===== src/rtl/sr_pulse_gen.sv =====
// -----------------------------------------------------------------------------
// sr_pulse_gen
//
// Front-end conditioning for an active-high SR latch. Two raw pushbutton
// inputs are each synchronized, debounced and edge-detected. A press sets a
// pending request for that channel. A small FSM turns the pending requests
// into clean, registered, fixed-width pulses on s / r. The two outputs are
// never high in the same cycle. A reset request wins over a set request.
//
// Parameters:
//   DEBOUNCE_CYCLES : consecutive stable synchronized samples needed before a
//                     level change is accepted (>= 1)
//   PULSE_WIDTH     : number of cycles each s / r pulse stays high (>= 1)
//
// Ports:
//   clk       in   sole clock, rising edge
//   rst_n     in   asynchronous active-low reset
//   set_btn   in   raw set button (asynchronous, may bounce)
//   reset_btn in   raw reset button (asynchronous, may bounce)
//   s         out  registered set pulse to the latch
//   r         out  registered reset pulse to the latch
//   busy      out  registered, high while a pulse or its trailing gap runs
// -----------------------------------------------------------------------------
module sr_pulse_gen #(
    parameter int DEBOUNCE_CYCLES = 4,
    parameter int PULSE_WIDTH     = 2
) (
    input  logic clk,
    input  logic rst_n,
    input  logic set_btn,
    input  logic reset_btn,
    output logic s,
    output logic r,
    output logic busy
);

    localparam int DB_W = $clog2(DEBOUNCE_CYCLES + 1);
    localparam int PW_W = $clog2(PULSE_WIDTH + 1);
    localparam logic [DB_W-1:0] DB_LAST = DB_W'(DEBOUNCE_CYCLES - 1);
    localparam logic [PW_W-1:0] PW_LAST = PW_W'(PULSE_WIDTH - 1);

    // Channel index 0 is the set button and channel index 1 is the reset button.
    localparam int CH_SET = 0;
    localparam int CH_RST = 1;

    logic [1:0] raw_btn;
    logic [1:0] rise;      // one-cycle press strobe per channel
    logic [1:0] req;       // pending request per channel
    logic [1:0] take;      // FSM consumes the request this cycle

    assign raw_btn = {reset_btn, set_btn};

    // -------------------------------------------------------------------------
    // Per-channel synchronizer, debouncer, edge detector and pending flag
    // -------------------------------------------------------------------------
    generate
        for (genvar gi = 0; gi < 2; gi++) begin : g_chan
            logic            sync1_reg;
            logic            sync2_reg;
            logic            db_reg;
            logic            db_prev_reg;
            logic [DB_W-1:0] cnt_reg;
            logic            req_reg;

            always_ff @(posedge clk or negedge rst_n) begin
                if (!rst_n) begin
                    sync1_reg   <= 1'b0;
                    sync2_reg   <= 1'b0;
                    db_reg      <= 1'b0;
                    db_prev_reg <= 1'b0;
                    cnt_reg     <= '0;
                end else begin
                    sync1_reg   <= raw_btn[gi];
                    sync2_reg   <= sync1_reg;
                    db_prev_reg <= db_reg;
                    // Any sample that agrees with the accepted level restarts
                    // the run, so only an unbroken run of DEBOUNCE_CYCLES
                    // differing samples can flip db.
                    if (sync2_reg == db_reg) begin
                        cnt_reg <= '0;
                    end else if (cnt_reg == DB_LAST) begin
                        db_reg  <= sync2_reg;
                        cnt_reg <= '0;
                    end else begin
                        cnt_reg <= cnt_reg + 1'b1;
                    end
                end
            end

            // Only the press (rising) edge matters. A release does nothing.
            assign rise[gi] = db_reg & ~db_prev_reg;

            // A new edge wins over a same-cycle consume, so a press that lands
            // on the edge where the FSM takes the old request is kept for the
            // next pulse. Repeated presses while pending merge into one request.
            always_ff @(posedge clk or negedge rst_n) begin
                if (!rst_n) begin
                    req_reg <= 1'b0;
                end else begin
                    req_reg <= (req_reg & ~take[gi]) | rise[gi];
                end
            end

            assign req[gi] = req_reg;
        end
    endgenerate

    // -------------------------------------------------------------------------
    // Pulse FSM
    // -------------------------------------------------------------------------
    typedef enum logic [1:0] {
        IDLE    = 2'd0,
        PULSE_S = 2'd1,
        PULSE_R = 2'd2,
        GAP     = 2'd3
    } state_t;

    state_t          state_reg;
    state_t          state_next;
    logic [PW_W-1:0] pcnt_reg;
    logic [PW_W-1:0] pcnt_next;
    logic            s_reg;
    logic            r_reg;
    logic            busy_reg;

    always_ff @(posedge clk or negedge rst_n) begin
        if (!rst_n) begin
            state_reg <= IDLE;
            pcnt_reg  <= '0;
        end else begin
            state_reg <= state_next;
            pcnt_reg  <= pcnt_next;
        end
    end

    // GAP already holds both outputs low, so it can dispatch a pending
    // request the same way IDLE does. That gives the pulse-to-pulse spacing
    // of PULSE_WIDTH+1 cycles when both requests are queued.
    always_comb begin
        state_next = state_reg;
        pcnt_next  = pcnt_reg;
        take       = 2'b00;
        unique case (state_reg)
            IDLE, GAP: begin
                pcnt_next = '0;
                if (req[CH_RST]) begin
                    state_next   = PULSE_R;
                    take[CH_RST] = 1'b1;
                end else if (req[CH_SET]) begin
                    state_next   = PULSE_S;
                    take[CH_SET] = 1'b1;
                end else begin
                    state_next = IDLE;
                end
            end
            PULSE_S, PULSE_R: begin
                if (pcnt_reg == PW_LAST) begin
                    state_next = GAP;
                    pcnt_next  = '0;
                end else begin
                    pcnt_next = pcnt_reg + 1'b1;
                end
            end
            default: begin
                state_next = IDLE;
                pcnt_next  = '0;
            end
        endcase
    end

    // The outputs are registered from the next state. This keeps them aligned
    // with state_reg and free of glitches. Only one state can drive a pulse,
    // so s and r can never be high together.
    always_ff @(posedge clk or negedge rst_n) begin
        if (!rst_n) begin
            s_reg    <= 1'b0;
            r_reg    <= 1'b0;
            busy_reg <= 1'b0;
        end else begin
            s_reg    <= (state_next == PULSE_S);
            r_reg    <= (state_next == PULSE_R);
            busy_reg <= (state_next != IDLE);
        end
    end

    assign s    = s_reg;
    assign r    = r_reg;
    assign busy = busy_reg;

endmodule


===== config.mk =====
export PLATFORM = sky130hd
export DESIGN_NAME = sr_pulse_gen
export DESIGN_NICKNAME = d
export VERILOG_FILES = /design/src/rtl/sr_pulse_gen.sv
export SDC_FILE = /design/constraint.sdc
export NUM_CORES = 1
export LEC_CHECK = 0
export CORE_MARGIN = 2
export CORE_UTILIZATION = 30
export CTS_BUF_LIST = sky130_fd_sc_hd__clkbuf_4 sky130_fd_sc_hd__clkbuf_8
export CTS_CLUSTER_SIZE = 16
export DETAILED_ROUTE_END_ITERATION = 8
export GPL_TIMING_DRIVEN = 0
export PLACE_DENSITY = 0.56
export SETUP_SLACK_MARGIN = 0.02
export SKIP_CTS_REPAIR_TIMING = 1
export SYNTH_ARGS = -nofsm -noshare
export SYNTH_HDL_FRONTEND = slang
export SYNTH_SLANG_ARGS = --single-unit

===== constraint.sdc =====
create_clock -name clk -period 1.4 [get_ports clk]
set_input_delay 0.28 -clock clk [delete_from_list [all_inputs] [get_ports clk]]
set_output_delay 0.28 -clock clk [all_outputs]
set_load 0.02 [all_outputs]

# Word-level counts from Yosys, hierarchy flattened
# Index checks and enable logic that the tools add are counted.
[word_totals]
output_inout_bits = 3
inputBits = 4
rom_bits = 0
latchBits = 0
register_bits = 23
ram_bits = 0
word_cells = 62
n_memories = 0
[classes]
muxes = 14
magnitude_cmp = 0
n_reduce_logical = 6
bitwise_logic = 12
div_mod_pow = 0
n_shift = 0
n_eq_ne = 10
n_addsub = 3
multipliers = 0
[ops]
columns = ["op", "n"]
rows = [
  ["two-way mux 3 bit", 4],
  ["two-way mux 2 bit", 4],
  ["one-hot mux 2 bit (2 select lines)", 2],
  ["adder 3 x 1 -> 3 bit (second input constant)", 2],
  ["== test 2 x 1 -> 1 bit (second input constant)", 3],
  ["== test 2 bit (second input constant)", 3],
  ["== test 3 x 2 -> 1 bit (second input constant)", 2],
  ["NOT 1 bit", 6],
  ["AND 1 bit", 4],
  ["two-way mux 1 bit", 4],
  ["AND reduction 2 bit", 2],
  ["OR reduction 2 bit", 2],
  ["adder 2 x 1 -> 2 bit (second input constant)", 1],
  ["== test 1 bit", 2],
  ["logical NOT 2 bit", 1],
  ["bitwise OR 1 bit", 2],
  ["nonzero test 2 bit", 1],
]

# Depth between registers and ports, before layout
[logic_depth]
depth_word = 6
ltp_mapped = 3
mapped_depth_nobuf = 3

# Worst setup path after synthesis
# No wires, ideal clock.
[synth_path]
kind = "reg-to-reg"
startpoint = "register g_chan[0].cnt_reg[0]"
endpoint = "register g_chan[0].db_reg"
t_arrival_ns = 1.012
n_path_buf = 0
period_less_slack_ns = 1.137
setup_time_ns = 0.125
required_ns = 1.275
path_slack_ns = 0.263
stages_incl_launch_ff = 4
cell_sequence = "dfrtp_1 -> ha_1 -> nor2b_1 -> mux2_2"
[synth_via]
elab_chain_len = 2
[synth_rtl]
columns = ["item", "line_no", "rtl"]
rows = [
  ["from (decl)", "62", "logic [DB_W-1:0] cnt_reg;"],
  ["from (signal assigned)", "85", "cnt_reg <= cnt_reg + 1'b1;"],
  ["== test 3 x 2 -> 1 bit", "81", "end else if (cnt_reg == DB_LAST) begin"],
  ["AND reduction 2 bit (no source line)", "n/a", ""],
  ["to (signal assigned)", "82", "db_reg <= sync2_reg;"],
  ["to (decl)", "60", "logic db_reg;"],
]
# Every way passes these cells.
# A chain may end at the register's enable or synchronous reset.

# Worst setup path after layout
[layout_path]
startpoint = "register g_chan[1].cnt_reg[0]"
endpoint = "register g_chan[1].db_reg"
[layout_via]
elab_chain_len = 2
[layout_rtl]
columns = ["item", "line_no"]
rows = [
  ["from (decl)", "62"],
  ["from (signal assigned)", "85"],
  ["== test 3 x 2 -> 1 bit", "81"],
  ["AND reduction 2 bit (no source line)", "n/a"],
  ["to (signal assigned)", "82"],
  ["to (decl)", "60"],
]
# Every way passes these cells.

==> flow_summary.ini <==
[outcome]
status = completed

[floorplanning]
initial_core_util_pct = 32.5
die_y_um = 56.3
fp.dieW_um = 56.3
die_area_um2 = 3170
core_um2 = 2520
std_cell_rows = 18
ios = 7

[logic_synthesis]
synth_cell_types = 19
avgSynthCellArea_um2 = 14.6
synth_top_family_by_area = simple AND/OR/NAND/NOR gates
ys_ff_latch = 23
synth.area.mux_share_pct = 2.75
synth_top_area_share_pct = 70.2
synth_xor_area_share_pct = 4.12
syn_nets = 62
ys.flop_type = dfrtp_1
yosys.area.top_type = dfrtp_1
synth_area_leaders = dfrtp_1, nor3b_1, ha_1, mux2_2, nor2b_1
synthTopCellsByCount = dfrtp_1, nor3b_1, inv_1
ys_warn_count = 0
synth_fa_ha_area_share_pct = 3.05
ys_async_sr_fraction_pct = 100
synth_compound_area_share_pct = 5.95
synth-seq-area-share_pct = 70.2
synthesis.instances = 56
netlist_area_um2 = 820
yosysMostFrequentCell = dfrtp_1
synth_edf_count = 0
yosys.area_share.simple_pct = 12.1

[timing]
setup_tns_ps = 0
clock.fmax_ghz = 0.805
tightestPinTransition_ps = 959
final_hold_viol_count = 0
rsz0062_at_grt = false
min_period_ps = 1240
finalClockSkew_ps = 6.57
layout_setup_ws_ps = 158
setup_viol = 0
maxSlewHeadroom_pct = 35.9
fin_crit_sh_pct = 88.7
finalMaxSlewViolations = 0

[worst_setup_path]
path_cells = ha_1 -> nor2b_1 -> mux2_2
worst-path-buf-inv = 0
end_kind = flip-flop
critPathLaunchType = flip-flop
worstPathMaxFanout = 3
slowest_delay_ps = 370
crit_arrival_ps = 1430
critPathRequiredTime_ps = 1590
cp_slowest_cell = dfrtp_1
worst-setup-path-type = reg -> reg
path_delay_family = flip-flops

[clocking]
cts_buffer_depth = 2
cts_tree = done
htreeDepth = 1
clock_sinks = 23
path_clk_slew_ps = 100
clk_latency_ps = 300
root_buffer = clkbuf_4
numCtsBuffers = 3

[grt]
grt_start_max_net_pins = 24
antenna_found_initial = 0
grt_overflow = 0
grt_pass1_vias = 445
grt_pass1_wl_mm = 1.84
grt_use_total_pct = 7.63

[finish]
design_area_um2 = 955
layout-drive-gt1-share_pct = 10.6
layout.nets = 73
final_core_util_pct = 37.8
synthToLayoutAreaGrowth_pct = 16.5
largest_register_ffs = 6
num_antenna_cells = 0

[place]
hpwlAfterDp_um = 699
port_buffers = 6
gp_congestion = 0.644
dpl_cell_area_um2 = 917
pre_cts_slack_ps = -133

[route]
dr_total_vias = 442
viasPerCell = 4.60
totalWireLength_um = 987
drc = 0
firstDrtPassIters = 4
detail-route-antenna-nets = 0
drtIter0Drc = 6
wire_per_inst_um = 10.3

[flow_run]
cap_viol_max_count = 0

[hold_path]
hold_path.class = reg -> reg

[power_and_ir_drop]
pwr_density_cell_nw_per_um2 = 2060
ir_drop_v = 0.00121
p_leak_nw = 0.459
## per-layer routing
layer	part of all wire, %	up-vias	wire, µm	track usage (%)
li1	-	214	-	-
met1	48	217	477	9.44
met5	0	-	0	0
met4	1.2	0	12	2.04
met2	44	9	431	11.1
met3	6.7	2	66	4.84
## kinds of logic (layout without fill, tap and decap cells)
logic type,after synthesis,after routing
mux,2,2
fa+ha+maj,2,2
compound gates,6,6
xor+xnor,3,3
simple gates,16,16
flops,23,23
buf+inv,4,14
## report_power, final
group,internal [mW],switching (mW),total (mW)
Combinational,0.324,0.322,0.645
Clock,0.130,0.172,0.303
Sequential,0.888,0.134,1.02
## stage by stage
stage,cells,hold slack [ps],power (mW)
after floorplan,56,-15.6,1.51
after detailed placement,92,336,1.70
after global placement,92,336,1.68
final,96,360,1.97
after global routing,96,377,2.16
after CTS,96,363,2.02
## cell usage in the layout (no fill, tap or decap), types with 3 or more instances in the layout
cell | netlist | layout
dfrtp_1 | 23 | 23
nor3b_1 | 5 | 5
inv_1 | 4 | 4
clkbuf_4 | 0 | 4
nor2b_1 | 3 | 3
clkdlybuf4s50_1 | 0 | 3
dlymetal6s2s_1 | 0 | 3
## area by class of cell
| class | instances | area, µm² |
|---|---|---|
| Tap cell | 30 | 37.5 |
| Timing Repair Buffer | 6 | 67.6 |
| Sequential cell | 23 | 576 |
| Clock buffer | 4 | 30.0 |
| Multi-Input combinational cell | 29 | 229 |
| Fill cell | 247 | 1570 |
| Inverter | 4 | 15.0 |
## path summary, 6_finish.rpt
| check | from | slack (ps) | to | cells past startpoint |
|---|---|---|---|---|
| setup / recovery | g_chan[1].cnt_reg[0] | 160 | g_chan[1].db_reg | 3 |
| hold / removal | g_chan[0].sync1_reg | 360 | g_chan[0].sync2_reg | 0 |
| setup reg to reg | g_chan[1].cnt_reg[0] | 160 | g_chan[1].db_reg | 3 |
| hold reg to reg | g_chan[0].sync1_reg | 360 | g_chan[0].sync2_reg | 0 |
| max in group asynchronous | rst_n | 310 | g_chan[0].cnt_reg[1] | 1 |
| min in group asynchronous | rst_n | 500 | state_reg[0] | 1 |
Note: power is estimated with default switching activity, not from simulation.
